### src/rtl/full_adder_bit.sv
// One-bit combinational full adder; one stage of the ripple chain in full_adder4.
module full_adder_bit (
    input  logic a,
    input  logic b,
    input  logic cin,
    output logic s,
    output logic cout
);

    assign s    = a ^ b ^ cin;
    assign cout = (a & b) | (cin & (a ^ b));

endmodule

### src/rtl/full_adder4.sv
// Registered ripple-carry adder: {cout4, s} = a + b + cin, plus signed overflow.
// One output register stage; a result captured on edge N is visible right after edge N.
module full_adder4 #(
    parameter int WIDTH = 4
) (
    input  logic             clk,
    input  logic             rst_n,
    input  logic [WIDTH-1:0] a,
    input  logic [WIDTH-1:0] b,
    input  logic             cin,
    input  logic             in_valid,
    output logic [WIDTH-1:0] s,
    output logic             cout4,
    output logic             ovf,
    output logic             out_valid
);

    logic [WIDTH-1:0] sum_d;
    logic             cout_d;
    logic             ovf_d;
    logic             c_msb_in;

    logic [WIDTH-1:0] s_q;
    logic             cout_q;
    logic             ovf_q;
    logic             vld_q;

    // Each stage owns its own carry-in/carry-out wires instead of sharing one
    // carry vector, so the chain is a plain forward path with no self-loop.
    for (genvar i = 0; i < WIDTH; i++) begin : g_stage
        logic ci;
        logic co;

        if (i == 0) begin : g_c0
            assign ci = cin;
        end else begin : g_cn
            assign ci = g_stage[i-1].co;
        end

        full_adder_bit u_fa (
            .a    (a[i]),
            .b    (b[i]),
            .cin  (ci),
            .s    (sum_d[i]),
            .cout (co)
        );
    end

    assign c_msb_in = g_stage[WIDTH-1].ci;
    assign cout_d   = g_stage[WIDTH-1].co;
    // Signed overflow: carry into the sign bit disagrees with carry out of it.
    assign ovf_d    = c_msb_in ^ cout_d;

    // Output register: capture on in_valid, otherwise hold data and drop valid.
    always_ff @(posedge clk or negedge rst_n) begin
        if (!rst_n) begin
            s_q    <= '0;
            cout_q <= 1'b0;
            ovf_q  <= 1'b0;
            vld_q  <= 1'b0;
        end else begin
            vld_q <= in_valid;
            if (in_valid) begin
                s_q    <= sum_d;
                cout_q <= cout_d;
                ovf_q  <= ovf_d;
            end
        end
    end

    assign s         = s_q;
    assign cout4     = cout_q;
    assign ovf       = ovf_q;
    assign out_valid = vld_q;

endmodule

### config.mk
export PLATFORM = sky130hd
export DESIGN_NAME = full_adder4
export DESIGN_NICKNAME = d
export VERILOG_FILES = /design/src/rtl/full_adder_bit.sv /design/src/rtl/full_adder4.sv
export SDC_FILE = /design/constraint.sdc
export NUM_CORES = 1
export LEC_CHECK = 0
export BUFFER_PORTS_ARGS = -buffer_cell sky130_fd_sc_hd__buf_4
export CAP_MARGIN = 20
export CORE_AREA = 2 2 39 41
export CTS_CLUSTER_SIZE = 8
export DETAILED_ROUTE_END_ITERATION = 6
export DIE_AREA = 0 0 41 43
export PLACE_DENSITY_LB_ADDON = 0.12
export REMOVE_ABC_BUFFERS = 1
export SYNTH_ARGS = -nofsm -noshare
export SYNTH_HDL_FRONTEND = slang
export SYNTH_SLANG_ARGS = --single-unit
### constraint.sdc
create_clock -name clk -period 1.27 [get_ports clk]
set_input_delay 0.127 -clock clk [delete_from_list [all_inputs] [get_ports clk]]
set_output_delay 0.127 -clock clk [all_outputs]
set_load 0.02 [all_outputs]
==> results.cfg <==
[synthesis]
synth.top_cell.area_share = 0.464
yosysSeqAreaShare = 0.464
netlist_area_um2 = 378
ys.warnings.count = 0
syn_inst = 29
ys_types = 9
syn-mean-instance-area_um2 = 13.0
synth.area.top_cells = dfrtp_1 46%, fa_1 21%, mux2_4 12%
synth_area_leader_cell = dfrtp_1
synth_seq_cells = 7

[routing]
drt-initial-drc-count = 0
first_pass_iters = 1
wire_per_inst_um = 10.0
ant_nets = 0
finalWirelength_um = 702
via_per_inst = 4.06
drc = 0
num_vias = 284

[sta]
maxSlewViolCount = 0
max-slew-margin-rel = 0.918
hold_viol_final = 0
layout_setup_ws_ns = -0.435
setup_violations = 4
max_freq_ghz = 0.587
skew_ns = 0
fin_crit_ns = 1.70
rsz0062_at_grt = yes
period_share = 1.34
worst_slew_pin_slew_ns = 0.120

[run]
maxCapViolations = 0

[placement]
finalWeightedCongestion = 0.656
placed_cells = 64
place_area_um2 = 537
place.port_buffers = 18
pre_cts_slack_ns = -0.815
hpwl_um = 545

[global_route]
track_usage = 0.0964
overflow = 0
grt_pass1_wl_mm = 1.07
antenna_found_initial = 0
grt_max_degree = 10
grt_pass1_vias = 292

[finish]
utilization = 0.438
final_cell_mix = 19 x buf_4, 7 x dfrtp_1, 5 x inv_1
nets = 71
final_area_um2 = 606
drive_gt1_frac = 0.667
area_growth_syn_to_layout_pct = 60.3
fillers = 139
instances_no_fill = 70
antenna_cells = 0
layout_commonest_cell = buf_4

[clocking]
cts_made_buffers = 3
clkTransAtPathRegs_ns = 0.05
clock-sinks = 7
clock_latency_ns = 0.24
root_buffer = clkbuf_4
clock_path_buffers = 2
cts_tree = built
htree_levels = 1

[critical_path]
start_kind = input pin
crit_chain = buf_4, fa_2, inv_2, fa_2, inv_2, fa_2, inv_2, fa_2, xnor2_1, mux2_4
required_ns = 1.40
worstPathBufferInverterCount = 4
cp.arrival_ns = 1.84
critical_path.slowest_cell = fa_2
regToRegStartpoint = s[2]$_DFFE_PN0P_
slowest_delay_ns = 0.37
timing.critical_path.from = b[0]
cp_max_fo = 2
cpMostUsedCell = fa_2
critPathKind = input pin to flip-flop
end_kind = flip-flop
cp_top_family = adder cells

[floorplanning]
die_area_um2 = 1760
rows = 14
io_pins = 19
die_w_um = 41
start_util = 0.273
core_area_um2 = 1380
die_h_um = 43

[worst_hold_path]
hp-class = input pin to flip-flop
worstHoldStart = in_valid

[status]
violations = negative setup slack
status = finished, violations left

[power]
cellLeakagePower_nw = 0.309
powerDensity_nw_per_um2 = 1260
ir_worst_vdd_mv = 0.387
p_total_uw = 762
## registers in the layout, indices dropped and copies added (netlist names)
signal,cells
cout4,1
out_valid,1
ovf,1
s,4
## timing repair
item / in CTS / in global routing
setup buffers: 1 / 0
pin swaps: 4 / 3
hold buffers: 1 / 0
resized for setup: 10 / 1
endpoints found under the setup margin: 4 / 4
gates cloned: 0 / 0
endpoints found under the hold margin: 7 / 0
## path summary, 6_finish.rpt
check                                 endpoint  slack (ns)  cells past startpoint
min reg2reg                    ovf$_DFFE_PN0P_        0.52                      1
min                        out_valid$_DFF_PN0_        0.09                      1
max                            ovf$_DFFE_PN0P_       -0.43                     10
max reg2reg                   s[2]$_DFFE_PN0P_        0.51                      1
min in group asynchronous  out_valid$_DFF_PN0_        0.23                      2
max in group asynchronous      ovf$_DFFE_PN0P_        0.92                      2
## metrics by stage
stage                     TNS, ns  hold slack, ns
after global placement      -2.67         -0.0586
after CTS                   -1.42          0.0869
after detailed placement    -2.84         -0.0553
after global routing        -1.56          0.0869
after floorplan             -1.80          -0.169
final                       -1.34          0.0947
## routing by layer
metal  share of wire  wire, um  global-route usage
met1            0.34       241              0.0900
met2            0.56       391               0.156
met3           0.066        46              0.0314
met4           0.033        23              0.0800
met5               0         0                   0
## Yosys cell counts, drive strengths merged
master / count
inv: 8
dfrtp: 7
fa: 4
mux2: 3
a21oi: 2
nor2: 2
buf: 1
mux2i: 1
xnor2: 1
## layout make-up
cell class                      count  area [um^2]  area share
Clock buffer                        4         26.3      0.0434
Inverter                            8         30.0      0.0496
Sequential cell                     7          175       0.289
Timing Repair Buffer               22          175       0.289
Tap cell                           16         20.0      0.0331
Multi-Input combinational cell     13          179       0.295
## where the power goes
group | internal (mW) | leakage (nW) | switching, mW
Clock | 0.120 | 0.0150 | 0.0798
Sequential | 0.264 | 0.0806 | 0.0226
Combinational | 0.151 | 0.213 | 0.126
## cell families (layout without fill, tap and decap cells)
group           count (synthesis)  after routing  share of synthesized area
simple gates                    2              2                     0.0199
mux                             4              4                      0.146
buf+inv                         9             34                      0.109
fa+ha+maj                       4              4                      0.212
xor+xnor                        1              1                     0.0232
compound gates                  2              2                     0.0265
flops                           7              7                      0.464
Power figures use the tool's default switching activity.
